==> src/rtl/cache_pkg.sv <==
// Shared definitions for the cache request arbiter: FSM state encoding and
// cache mode values.
package cache_pkg;

  typedef enum logic [1:0] {
    IDLE  = 2'd0,
    ISSUE = 2'd1,
    WAIT  = 2'd2,
    DONE  = 2'd3
  } state_t;

  localparam logic MODE_WRITE = 1'b1;
  localparam logic MODE_READ  = 1'b0;

endpackage

==> src/rtl/rr_select.sv <==
// Combinational round-robin pick: first asserted request at or after ptr,
// wrapping modulo NUM_REQ.
module rr_select #(
  parameter int NUM_REQ = 4,
  parameter int IDX_W   = (NUM_REQ > 1) ? $clog2(NUM_REQ) : 1
) (
  input  logic [NUM_REQ-1:0] req,
  input  logic [IDX_W-1:0]   ptr,
  output logic [NUM_REQ-1:0] grant,
  output logic [IDX_W-1:0]   idx,
  output logic               any_req
);

  logic             found;
  logic [IDX_W-1:0] cand;

  always_comb begin
    grant = '0;
    idx   = '0;
    found = 1'b0;
    cand  = '0;
    for (int off = 0; off < NUM_REQ; off++) begin
      cand = IDX_W'((int'(ptr) + off) % NUM_REQ);
      if (!found && req[cand]) begin
        found       = 1'b1;
        grant[cand] = 1'b1;
        idx         = cand;
      end
    end
  end

  assign any_req = |req;

endmodule

==> src/rtl/cache_arbiter.sv <==
// Round-robin arbiter sharing one cache request port between NUM_REQ
// requesters; holds the granted request on the cache inputs until the next grant.
module cache_arbiter
  import cache_pkg::*;
#(
  parameter int NUM_REQ = 4,
  parameter int ADDR_W  = 32,
  parameter int DATA_W  = 32,
  parameter int TIMEOUT = 255
) (
  input  logic                      clk,
  input  logic                      reset,
  input  logic [NUM_REQ-1:0]        req,
  input  logic [NUM_REQ-1:0]        req_mode,
  input  logic [NUM_REQ*ADDR_W-1:0] req_addr,
  input  logic [NUM_REQ*DATA_W-1:0] req_data,
  output logic [NUM_REQ-1:0]        ack,
  output logic [DATA_W-1:0]         rdata,
  output logic                      err,
  output logic                      busy,
  output logic [DATA_W-1:0]         cache_data,
  output logic [ADDR_W-1:0]         cache_address,
  output logic                      cache_mode,
  input  logic                      cache_response,
  input  logic [DATA_W-1:0]         cache_out,
  output state_t                    dbg_state
);

  localparam int         IDX_W    = (NUM_REQ > 1) ? $clog2(NUM_REQ) : 1;
  localparam logic [7:0] CNT_LAST = 8'(TIMEOUT - 1);

  // Handshake: a requester holds req high with stable fields until it sees
  // its one-cycle ack; it must drop req on the following cycle or be re-served.

  state_t             state_q, state_d;
  logic [NUM_REQ-1:0] sel_grant, grant_q;
  logic [IDX_W-1:0]   sel_idx, winner_q, ptr_q;
  logic               sel_any, grant_ok, timed_out_q;
  logic [7:0]         wait_cnt_q;
  logic [DATA_W-1:0]  rdata_q;

  rr_select #(.NUM_REQ(NUM_REQ), .IDX_W(IDX_W)) u_rr_select (
    .req     (req),
    .ptr     (ptr_q),
    .grant   (sel_grant),
    .idx     (sel_idx),
    .any_req (sel_any)
  );

  // A miss left outstanding across reset must drain before the next grant.
  assign grant_ok = (state_q == IDLE) && sel_any && !cache_response;

  always_ff @(posedge clk or posedge reset) begin
    if (reset) state_q <= IDLE;
    else       state_q <= state_d;
  end

  always_comb begin
    state_d = state_q;
    case (state_q)
      IDLE:    if (grant_ok) state_d = ISSUE;
      ISSUE:   state_d = WAIT;
      WAIT:    if (!cache_response || wait_cnt_q == CNT_LAST) state_d = DONE;
      DONE:    state_d = IDLE;
      default: state_d = IDLE;
    endcase
  end

  always_ff @(posedge clk or posedge reset) begin
    if (reset) begin
      cache_mode    <= MODE_READ;
      cache_address <= '0;
      cache_data    <= '0;
      winner_q      <= '0;
      grant_q       <= '0;
      ptr_q         <= '0;
      wait_cnt_q    <= '0;
      timed_out_q   <= 1'b0;
      rdata_q       <= '0;
    end else begin
      case (state_q)
        IDLE: if (grant_ok) begin
          cache_mode    <= req_mode[sel_idx];
          cache_address <= req_addr[sel_idx*ADDR_W +: ADDR_W];
          cache_data    <= req_data[sel_idx*DATA_W +: DATA_W];
          winner_q      <= sel_idx;
          grant_q       <= sel_grant;
        end
        ISSUE: begin
          wait_cnt_q  <= '0;
          timed_out_q <= 1'b0;
        end
        WAIT: begin
          if (!cache_response) begin
            if (cache_mode == MODE_READ) rdata_q <= cache_out;
          end else begin
            wait_cnt_q <= wait_cnt_q + 8'd1;
            if (wait_cnt_q == CNT_LAST) timed_out_q <= 1'b1;
          end
        end
        DONE: ptr_q <= (winner_q == IDX_W'(NUM_REQ - 1)) ? '0 : winner_q + 1'b1;
        default: ;
      endcase
    end
  end

  assign ack       = (state_q == DONE) ? grant_q : '0;
  assign err       = (state_q == DONE) && timed_out_q;
  assign busy      = (state_q != IDLE);
  assign rdata     = rdata_q;
  assign dbg_state = state_q;

endmodule

==> config.mk <==
export PLATFORM = sky130hd
export DESIGN_NAME = cache_arbiter
export DESIGN_NICKNAME = d
export VERILOG_FILES = /design/src/rtl/cache_pkg.sv /design/src/rtl/rr_select.sv /design/src/rtl/cache_arbiter.sv
export SDC_FILE = /design/constraint.sdc
export NUM_CORES = 1
export LEC_CHECK = 0
export ABC_AREA = 1
export BUFFER_PORTS_ARGS = -buffer_cell sky130_fd_sc_hd__buf_4
export CORE_AREA = 2 2 157 159
export DETAILED_ROUTE_END_ITERATION = 10
export DIE_AREA = 0 0 159 161
export SLEW_MARGIN = 0
export SYNTH_ARGS = -nofsm -noshare
export SYNTH_HDL_FRONTEND = slang
export SYNTH_SLANG_ARGS = --single-unit
==> constraint.sdc <==
create_clock -name clk -period 3.25 [get_ports clk]
set_clock_uncertainty 0.15 [all_clocks]
set_input_delay 0 -clock clk [delete_from_list [all_inputs] [get_ports clk]]
set_output_delay 0 -clock clk [all_outputs]
set_load 0.05 [all_outputs]
# After elaboration in Yosys (flattened, before gate mapping)
# Cells that the tools add are included.
dict set report word_totals {
  ff_bits 116
  latchBits 0
  ram_bits 0
  rom_bits 0
  input_bits 299
  output_inout_bits 105
  elab_cells 103
  memories 0
}
dict set report classes {
  add_sub_neg 5
  n_mul 0
  n_div 0
  order_cmp 9
  eq_ne 9
  n_shift 2
  n_mux 39
  n_bitwise 5
  n_reduce_logical 24
}
# cell n
set op_table {}
lappend op_table {{$shiftx A128 B8 Y32} 2}
lappend op_table {{$mux W4} 5}
lappend op_table {{$pmux W8 S2} 1}
lappend op_table {{$lt A2 B3 Y1 const B} 5}
lappend op_table {{$mux W1} 14}
lappend op_table {{$mux W2} 7}
lappend op_table {{$or A4 B4 Y4} 3}
lappend op_table {{$bmux W1 S2} 5}
lappend op_table {{$logic_and A1 B1 Y1} 10}
lappend op_table {{$add A8 B1 Y8 const B} 1}
lappend op_table {{$demux W1 S2} 4}
lappend op_table {{$eq A8 B8 Y1 const B} 1}
lappend op_table {{$ge A2 B1 Y1 const B} 4}
lappend op_table {{$mux W8} 1}
lappend op_table {{$ne A2 B2 Y1 const B} 4}
lappend op_table {{$pmux W2 S4} 1}
lappend op_table {{$eq A2 B2 Y1 const B} 3}
lappend op_table {{$reduce_and A2 Y1} 3}
lappend op_table {{$reduce_and A3 Y1} 2}
lappend op_table {{$add A2 B1 Y2 const B} 2}
lappend op_table {{$add A2 B2 Y2 const B} 2}
lappend op_table {{$logic_not A1 Y1} 4}
lappend op_table {{$reduce_bool A2 Y1} 2}
lappend op_table {{$reduce_or A4 Y1} 1}
lappend op_table {{5 further kinds} 6}

# Depth between registers and ports, before layout
# Gate-level depths: netlist of run 1.
dict set report depth {
  word_depth 14
  ltp_mapped 17
}

# Hierarchy
# Synthesis of run 1 repeated with hierarchy kept, for this count alone.
dict set report unflattened {
  cells_unflattened 1092
  area_unflattened_um2 7236.9
}
# mod n_inst cells_each area_per_inst_um2 seq_area_each_um2
set modules_own_cells {}
lappend modules_own_cells {cache_arbiter 1 1018 6791.5 2902.8}
lappend modules_own_cells {rr_select 1 74 445.4 0.0}

# Worst setup path after synthesis of run 1
# No wires, ideal clock.
dict set report synth_path {
  path_type {register -> register}
  startpoint {register state_q[0], in the netlist dbg_state[0]}
  endpoint {register cache_mode}
  arrival_ns 2.309
  slack_ns 0.725
  path_stages_with_launch 10
  path_buffers 2
  period_less_slack_ns 2.525
  cell_sequence {dfrtp_1 inv_1 ha_1 inv_1 nor3_1 clkinv_1 clkbuf_1 clkbuf_1 nand2_1 nand2_1}
}
dict set report synth_via {
  elab_chain_cells 4
}
# item line
set synth_rtl {}
lappend synth_rtl {{start, declared} cache_arbiter.sv:35} ;# state_t state_q, state_d;
lappend synth_rtl {{start signal, assigned} cache_arbiter.sv:55} ;# else state_q <= state_d;
lappend synth_rtl {{$logic_not A2 Y1 *} {cache_arbiter.sv:51, cache_arbiter.sv:81}}
lappend synth_rtl {{$logic_and A1 B1 Y1 (2 in a row)} cache_arbiter.sv:51} ;# assign grant_ok = (state_q == IDLE) && sel_any && !cache_response;
lappend synth_rtl {{$reduce_and A2 Y1 (no line) *} --}
lappend synth_rtl {{end signal, assigned} cache_arbiter.sv:83} ;# cache_mode <= req_mode[sel_idx];
lappend synth_rtl {{end, declared} cache_arbiter.sv:23} ;# output logic cache_mode,
# Mark *: on every way between the ends. The rest lies on a longest branch, timed or not.
# A chain may end at the register's enable or synchronous reset.

# Worst setup path in the final report of run 1
dict set report layout_path {
  startpoint {register ptr_q[1]}
  endpoint {register cache_data[29]}
}
dict set report layout_via {
  elab_chain_cells 13
  elab_cells_between_ends 25
  classes_between {3 x add/sub; 1 x shift; 15 x mux; 6 x reduce/logical}
}
# item line
set layout_rtl {}
lappend layout_rtl {{start, declared} cache_arbiter.sv:37} ;# logic [IDX_W-1:0] sel_idx, winner_q, ptr_q;
lappend layout_rtl {{start signal, assigned} cache_arbiter.sv:101} ;# DONE: ptr_q <= (winner_q == IDX_W'(NUM_REQ - 1)) ? '0 : winner_q + 1'b1;
lappend layout_rtl {{parallel branches: the longest is 11 deep, another holds $add A2 B1 Y2} --}
lappend layout_rtl {{$mux W2 *} rr_select.sv:24} ;# if (!found && req[cand]) begin
lappend layout_rtl {{$shiftx A128 B8 Y32 *} cache_arbiter.sv:85} ;# cache_data <= req_data[sel_idx*DATA_W +: DATA_W];
lappend layout_rtl {{end signal, assigned} cache_arbiter.sv:85}
lappend layout_rtl {{end, declared} cache_arbiter.sv:21} ;# output logic [DATA_W-1:0] cache_data,
# Mark *: on every way between the ends. The select of a mux whose other input is x is not followed.

==> run summary, run 1 <==
The tools report the proportion of power drawn by combinational gates as 69.3%. The share of the synthesized area in the top cell type was 37.0%; the vertical extent of the die was 161 microns. After clock tree synthesis, the clock-pin slew on the worst setup and hold paths is 0.07 ns. Counting every net in the synthesized netlist gives 1499. The critical path starts at ptr_q[1]. Cell type of the slowest stage on the worst timing path: inv_2. The tools report the end of the worst register-to-register path as cache_data[29]. Buffers inserted during clock tree synthesis total 17. The count of cell instances traversed by the critical path was 14; the worst setup slack for register-to-register paths was 0.25 ns.

The tools report the total met3 wirelength after detailed routing as 2170 microns. The number of global-route vias before repair came out at 10900. The total negative slack is 0 ns, and the share of the synthesized area in compound gates (AO/OA/AOI/OAI) is 2.15%. The number of different library cells used by synthesis comes to 33. The worst hold path class was input pin to flip-flop. The count of pins on the block boundary was 404.

Post-CTS timing repair inserted 0 buffers for setup. For this run, the number of Yosys warnings is 0. Row generation in the floorplan step produced 57 rows. In this run the tool buffered the top-level ports with 403 buffer cells. Path depth of the worst reg2reg path: 14. Setup repair after global routing left no endpoint under its margin. In the final routed layout, each cell accounts on average for 15.6 microns. The master cell of the clock root buffer was clkbuf_16. Largest family of logic cells by synthesized area: simple AND/OR/NAND/NOR gates.

The family with the most delay on the worst path is simple AND/OR/NAND/NOR gates. In the detailed route, the total length drawn on met2 is 16900 microns. The largest stage delay on the critical path works out to 0.54 ns. The synthesized-area fraction occupied by and/or/nand/nor cells is 40.2%, and the synthesized area divided by synthesized cell count is 6.62 sq um. TritonCTS built the clock tree.

Across the run, the number of max-cap violations was 0. Ranked by total cell area, the synthesized netlist is headed by dfrtp_1 37%, nand2_1 21%, nand3_1 14%. The initial antenna violation count is 0, and the synthesized-area fraction occupied by xor and xnor cells is 0.112%. The sequential area share after synthesis is 37.0%.

Once detail routing completed, the nets flagged for antenna violations numbered 0. The final count of pins violating max slew came out at 0. At the end of routability-driven placement, the weighted congestion stood at 0.895.

The placed wire-length estimate was 21000 microns. Walking the worst path, the cells encountered are inv_2 -> ha_1 -> inv_1 -> nand3_1 -> nand2_2 -> nor2_4 -> nor2_2 -> nand2_4 -> nand2_4 -> inv_2 -> nand2_1 -> nand2_1 -> nand2_1 -> nand3_1. After technology mapping, the gate count stands at 1187.

Measured against its own limit, the worst slew margin works out to 44.9%. The pin count of the biggest net entering global routing was 73. Summed over all nets, the switching power comes to 8010 uW. Part of the cycle the worst path needs: 92.3%.

In this design, the critical path's most frequently occurring cell is nand2_1. The commonest cells after synthesis are 444 x nand2_1, 220 x nand3_1, 199 x inv_1, 116 x dfrtp_1, 32 x mux2_2. For this run, the post-layout net count is 2170. The number of hold violations in the final report is 0, and the async set-or-reset flop fraction in the synthesized netlist is 100%. Counting flops with a built-in enable in the synthesized netlist gives 0. The clock insertion delay at the later pin of the skew report was 0.41 ns. The switching share of power came out at 55.2%. The highest metal layer carrying signal wires in the routed design is met4.

After Yosys synthesis, full adders, half adders and majority gates account for 2.07% of the synthesized area. In the routed layout, each cell is associated on average with a via count of 4.70. The arrival time at the worst endpoint came out at 3.21 ns.

The flow ran to the end, and the final reports show no timing, DRC or antenna violations. The run gives 34200 microns as the routed wire length. The utilization after layout came out at 61.4%. The run gives 0.0112 sq mm as the instance area at placement.

At the pin with the least slew margin, the transition time is 0.827 ns. The area growth from synthesis to final layout was 87.2%; the starting density of the core was 32.8%. After floorplanning, the core was sized to cover 0.0240 sq mm. The logs give 567 for the violation count after the first detailed-route iteration and 10300 for the routed via count.

Of all nets on the critical path, the largest fanout is 29. Start of the worst register-to-register path: ptr_q[1]. The number of sinks handled by clock tree synthesis is 116, and the achievable frequency is 0.333 GHz. The total leakage power is 0.00810 uW, and the power per unit of standard cell area is 987 mW/mm^2. Measured along the x axis, the die boundary spans 159 microns. The total power is 14500 uW. The number of buffers and inverters on the critical path is 3. After global routing the overflow that remains totals 0. The share of synthesized area spent on multiplexers is 4.59%.

The maximum buffer depth of the clock tree came out at 2. The first global-routing pass estimated 54600 microns of wire. For this run, the detailed router's first-pass iteration total came to 6. The post-route netlist has 27.2% of its cells at a drive strength greater than 1. STA classifies the critical path endpoint as a flip-flop. For the required time of the critical path, the log shows 3.46 ns.

The worst voltage drop across the vdd grid was 0.729 mV. Counting I/O delays and the setup requirement, the final critical path takes 3.00 ns. For the total routing resource utilization after global routing, the log shows 26.3%.

The logs give 0 for the number of remaining DRC errors and 0.00785 sq mm for the summed instance area of the synthesized netlist. The critical path is of the flip-flop to flip-flop type. The most common cell in the synthesized netlist is nand2_1. The area of the die is 0.0256 sq mm, and the number of flip-flops and latches in the synthesized netlist is 116. The worst setup path endpoint is cache_data[29].

After routing the design area is 0.0147 sq mm. The tools report the internal power component as 6510 uW. The proportion of power drawn by the clock network is 13.1%. The total setup violations reported at the end of the flow is 0. Routed length on met1: 13500 microns.

In the synthesized netlist the dominant register cell turns out to be dfrtp_1. dfrtp_1 takes more of the synthesized area than any other cell. Number of H-tree branching levels: 4. The critical path launch point type was a flip-flop. Sequential fraction of design power: 17.6%.
-- area by class of cell --
| class | instances | area (sq um) |
|---|---|---|
| clock inverter | 15 | 159 |
| multi-input combinational | 803 | 3870 |
| inverter | 204 | 771 |
| timing repair buffer | 716 | 6170 |
| clock buffer | 17 | 425 |
| tap | 324 | 405 |
| fill | 2000 | 9260 |
| sequential | 116 | 2900 |
| antenna | 1 | 2.50 |
-- layer usage --
layer	GRT usage, %	vias up
li1	-	4975
met3	5.44	123
met5	0	-
met2	45.8	517
met1	30.0	4710
met4	15.5	0
-- registers in the layout, summed over array words and instances, names as in the netlist, 2 cells and up --
| name | flops |
|---|---|
| ptr_q | 2 |
| cache_address | 32 |
| rdata | 32 |
| cache_data | 32 |
| wait_cnt_q | 8 |
| dbg_state | 2 |
| grant_q | 4 |
| winner_q | 2 |
-- cells in the final DEF (no fill, tap or decap) --
cell / n
clkbuf_16: 17
a41oi_1: 2
inv_1: 198
a21boi_1: 1
nor2_2: 4
inv_8: 4
clkinvlp_4: 3
nor2_1: 14
nor2_4: 2
diode_2: 1
or2_1: 29
buf_6: 1
o21ai_0: 13
xor2_1: 1
a21oi_2: 1
clkinv_4: 1
nor4_1: 1
o22ai_1: 2
inv_4: 2
a22oi_1: 2
dfrtp_1: 116
nand2_2: 5
a21oi_1: 6
ha_1: 13
bufinv_16: 1
a31oi_1: 2
buf_12: 4
nand3_1: 220
nand4_1: 2
nand3_2: 2
nand2_4: 3
buf_4: 416
nor3_2: 1
dlygate4sd3_1: 295
mux2_2: 32
nor3_1: 2
inv_6: 6
nand2_1: 443
inv_2: 4
-- power by group through the flow --
stage | Clock (uW) | Sequential [uW] | Combinational [uW]
after detailed placement | 0 | 2540 | 9690
final | 1900 | 2550 | 10100
after CTS | 1950 | 2530 | 9990
after global placement | 0 | 2530 | 9660
after floorplan | 0 | 4550 | 4960
after global routing | 2020 | 2630 | 11000
-- cells by family after synthesis --
family,count (synthesis)
simple gates,728
buf+inv,268
flops,116
mux,32
compound gates,29
fa+ha+maj,13
xor+xnor,1
-- tightest hold or removal path, stage by stage --
cell	delay, ns
buf_4	0.10
nand2_1	0.05
nand3_1	0.06
nand2_1	0.07
nand2_1	0.09
nor2_2	0.07
nand2_1	0.05
a31oi_1	0.07
-- per-stage QoR --
step                std cells  setup slack, ns  hold WS, ns
floorplan                1187           0.0276     0.000469
global placement         1868            0.333       -0.135
detailed placement       1868            0.231       -0.135
CTS                      2195            0.247       0.0224
global route             2195           0.0530       0.0767
finish                   2196            0.250       0.0485
-- worst min-delay path by stage --
stage,start,slack (ns),to,cells after the start
after floorplan,cache_out[29],0.0005,rdata[29],1
after global placement,reset,-0.14,rdata[29],2
after detailed placement,reset,-0.14,rdata[29],2
after CTS,req[2],0.02,grant_q[1],8
after global routing,req[0],0.08,grant_q[2],8
final,req[0],0.05,grant_q[1],8
-- repair_timing --
item                       CTS  global route
hold buffers               295             0
hold endpoints to repair   219             0
resized for setup            0             1
setup endpoints to repair    0             1
No activity file was read; power rests on OpenSTA's default activity.
==> inputs of run 2 (changes only) <==
ABC_AREA = 0   (was 1)
PLACE_DENSITY = 0.73   (was default)
SLEW_MARGIN = 20   (was 0)
==> run 2 against run 1 <==
  * Worst hold slack worse by 0.073 ns
  * Wire length up 47%
  * Largest power group unchanged
  * Register-to-register slack got worse by 0.24 ns
  * The flow now finishes with violations (hold timing)
  * Setup slack worse by 0.24 ns
  * Synthesized area rose by 27%
  * Clock-buffer cell count is the same
==> run summary, run 2 <==
The worst setup path is launched from a flip-flop. The tools report the last weighted congestion value of the routability-driven placer as 0.864. TritonCTS built the clock tree.

The cell count after synthesis came out at 1212. The number of global-route vias before repair came out at 14300. The family with the most delay on the worst path is buffers and inverters. The tools report the number of H-tree branching levels as 4. The largest single stage delay on the critical path is 0.65 ns. Setup slack on the worst reg-to-reg path comes out at 0.01 ns. The first detailed-routing pass ran for 8 iterations.

A synthesized cell averages 8.20 sq um. Yosys mapped the design onto 41 distinct sky130hd cell types. Relative to the synthesized area, the layout overhead comes to 71.4%. Starting density of the core: 41.5%.

Across every metal layer, demand over resource in global routing totals 37.3%. The most area-hungry cell type in the Yosys netlist was dfrtp_1. After Yosys synthesis, and, or, nand and nor cells account for 21.1% of the synthesized area. The initial antenna violation count came out at 3. The capturing element type of the critical path is a flip-flop. The run gives 0.0240 sq mm as the total core area. The worst voltage drop across the vdd grid is 1.36 mV, and the routed wire length is 50200 microns. Counting I/O delays and the setup requirement, the final critical path takes 3.24 ns. Count of input and output buffers: 403. Clock tree synthesis selected as its root buffer the cell clkbuf_16.

Counting flops with an async set or reset pin after synthesis yields a share of 100%. Measured against the total synthesized area, the mux share comes to 5.48%. The count of cell instances traversed by the critical path was 10.

The final reports fail on hold timing. Synthesis produced a netlist with a net count of 1524. Counting instances in the post-synthesis netlist gives the leading cell types as 203 x nand3_1, 194 x a31oi_1, 116 x dfrtp_1, 112 x clkbuf_1, 88 x nand2_1. The critical path contains buffers and inverters numbering 4 combined.

Path depth of the worst reg2reg path: 10. Required time of the critical path: 3.46 ns. The detailed router placed 14500 vias in this run. Of all nets on the critical path, the largest fanout is 48. Setup repair after global routing left no endpoint under its margin.

The run gives 0.0256 sq mm as the area of the die. The detail-routed net length per standard cell is 23.1 microns, and the final count of pins violating max slew is 0. The vertical extent of the die was 161 microns; the clock-pin slew reported for the worst setup and hold paths after clock tree synthesis was 0.07 ns. The worst hold path class was input pin to flip-flop.

The count of pins on the block boundary came out at 404. The critical path ends at cache_data[16]. In this run the critical register-to-register path is launched from ptr_q[0]. The number of warnings printed during yosys synthesis was 0. Setup slack closes at 0.0112 ns. In this run the tightest slew margin relative to its limit is 25.0%. Number of remaining DRC errors: 0.

For the maximum buffer depth of the clock tree, the log shows 2. For the sequential area share after synthesis, the log shows 29.2%. For the number of cell rows, the log shows 57. Summing the areas of all compound-gate instances in the mapped netlist gives 35.5% of the synthesized area.

The tools report the total clock buffers created by CTS as 17. Summed over all cells, the static leakage comes to 0.00741 uW. The pin count of the biggest net entering global routing was 263. The most critical setup path has its startpoint at ptr_q[0].

The tool flagged a number of max-cap violations equal to 0. At the end of the flow, the number of nets in the layout was 2141. The ratio of cells with drive above 1 in the final layout was 29.2%; the number of synthesized flops with an enable pin was 0. The logs give 0 for the total setup violations reported at the end of the flow and 28400 microns for the placed wire-length estimate. The number of vias per cell after detailed routing was 6.69. Kind of critical path: flip-flop to flip-flop.

The summed instance area of the synthesized netlist is 0.00994 sq mm. The run gives 0.220 ns as the pre-CTS setup slack. Dividing total power by cell area gives a power density of 960 mW/mm^2. The worst path uses 99.7% of the clock period.

Largest family of logic cells by synthesized area: compound AO/OA/AOI/OAI gates. Derived from the worst setup path, the maximum achievable clock frequency is 0.309 GHz. Clock tree synthesis found a total of 116 sinks. The number of flip-flops and latches in the synthesized netlist was 116. Yosys instantiated no cell more often than nand3_1. Leaving out fill and tap cells, the most frequent cells in the layout are 429 x buf_4, 308 x dlygate4sd3_1, 202 x nand3_1. The detail route stage leaves a number of antenna-violating nets equal to 0. Summed over its instances, the top area cell type makes up 29.2% of the synthesized netlist area. Summing the areas of all xor and xnor instances in the mapped netlist gives 0.176% of the synthesized area. The cell type of the slowest stage on the worst timing path is dlygate4sd3_1. In the post-synthesis netlist, the biggest area contributors are dfrtp_1 29%, a31oi_1 12%, nand3_1 10%. Global routing finished with a remaining overflow of 0.

The worst hold slack is -0.0249 ns, and the measured slew at the worst slew-check pin is 1.12 ns. The run finished, with violations left. For the worst-skew pair, the clock arrives at the later sink with an insertion delay of 0.42 ns. The detailed router finished its first iteration with 1969 violations.

The most used flip-flop cell after synthesis is dfrtp_1. The signal on the critical path passes through inv_6 -> ha_4 -> mux4_2 -> buf_4 -> o21ba_4 -> buf_12 -> a31oi_1 -> dlygate4sd3_1 -> a31oi_1 -> a211o_1. The die width is 159 microns. Data arrives at the worst endpoint at 3.45 ns. The post-synthesis adder-cell area fraction was 1.64%; the first-pass GRT wire length was 77800 microns. Summed over all failing endpoints, the final setup total negative slack is 0 ns. The utilization after layout was 71.1%. The finished layout holds 2170 standard cells, fillers aside. The library cell used most frequently in the layout, excluding fill and tap cells, is buf_4. The tools report the total instance count after detailed placement as 1819. Among the stages of the critical path, the cell type that occurs most often is a31oi_1.

The worst register-to-register path ends at cache_data[16]. The run gives 1 as the number of hold violations in the final report.
run 2: repair_timing:
action / CTS / global route
hold endpoints to repair: 157 / 1
resized for setup: 0 / 1
endpoints found under the setup margin: 0 / 17
hold buffers: 307 / 1
buffers inserted: 0 / 6
run 2: per-layer routing:
metal | track usage (%) | wire, microns | vias up
li1 | - | - | 6113
met1 | 46.1 | 18300 | 6871
met2 | 61.1 | 23700 | 1219
met3 | 9.14 | 5430 | 304
met4 | 18.4 | 2810 | 0
met5 | 0 | 0 | -
run 2: cell families (layout without fill, tap and decap cells):
logic type | Yosys count | after routing
AOI/OAI and AO/OA | 484 | 484
DFF | 116 | 116
muxes | 45 | 45
and+or+nand+nor | 388 | 388
buffers and inverters | 164 | 794
adders and majority gates | 13 | 13
xor gates and xnor gates | 2 | 2
other | 0 | 4
run 2: per-stage QoR:
| stage | area (sq um) | total power [uW] |
|---|---|---|
| 4_1_cts | 16900 | 15800 |
| 2_1_floorplan | 9970 | 9970 |
| 5_1_grt | 17000 | 17000 |
| 6_report | 17000 | 16400 |
| 3_5_place_dp | 13300 | 13400 |
| 3_3_place_gp | 13300 | 13100 |
run 2: final cells by class:
class,count,area (sq um)
Timing Repair Buffer,753,6610
Clock inverter,15,160
Clock buffer,17,425
Multi-Input combinational cell,932,6480
Sequential cell,116,2910
Tap cell,324,405
Inverter,9,41.3
Antenna cell,4,10.0
Fill cell,1655,6930
run 2: worst min path at each step:
stage,from,endpoint,cells past startpoint
5_1_grt,req_addr[5],cache_address[5],4
3_3_place_gp,reset,rdata[29],2
6_report,req_addr[5],cache_address[5],4
2_1_floorplan,cache_out[29],rdata[29],1
4_1_cts,req_addr[3],cache_address[3],4
3_5_place_dp,reset,rdata[31],2
run 2: worst reg2reg max path, stage by stage, from the launching register on:
cell and delay, ns:
dfrtp_4 0.53, inv_6 0.09, ha_4 0.21, mux4_2 0.30
buf_4 0.19, o21ba_4 0.27, buf_12 0.27, a31oi_1 0.17
dlygate4sd3_1 0.65, a31oi_1 0.22, a211o_1 0.13
run 2: report_power, final:
part | internal [uW] | switching [uW]
Sequential | 2110 | 504
Combinational | 4210 | 7610
Clock | 1030 | 903
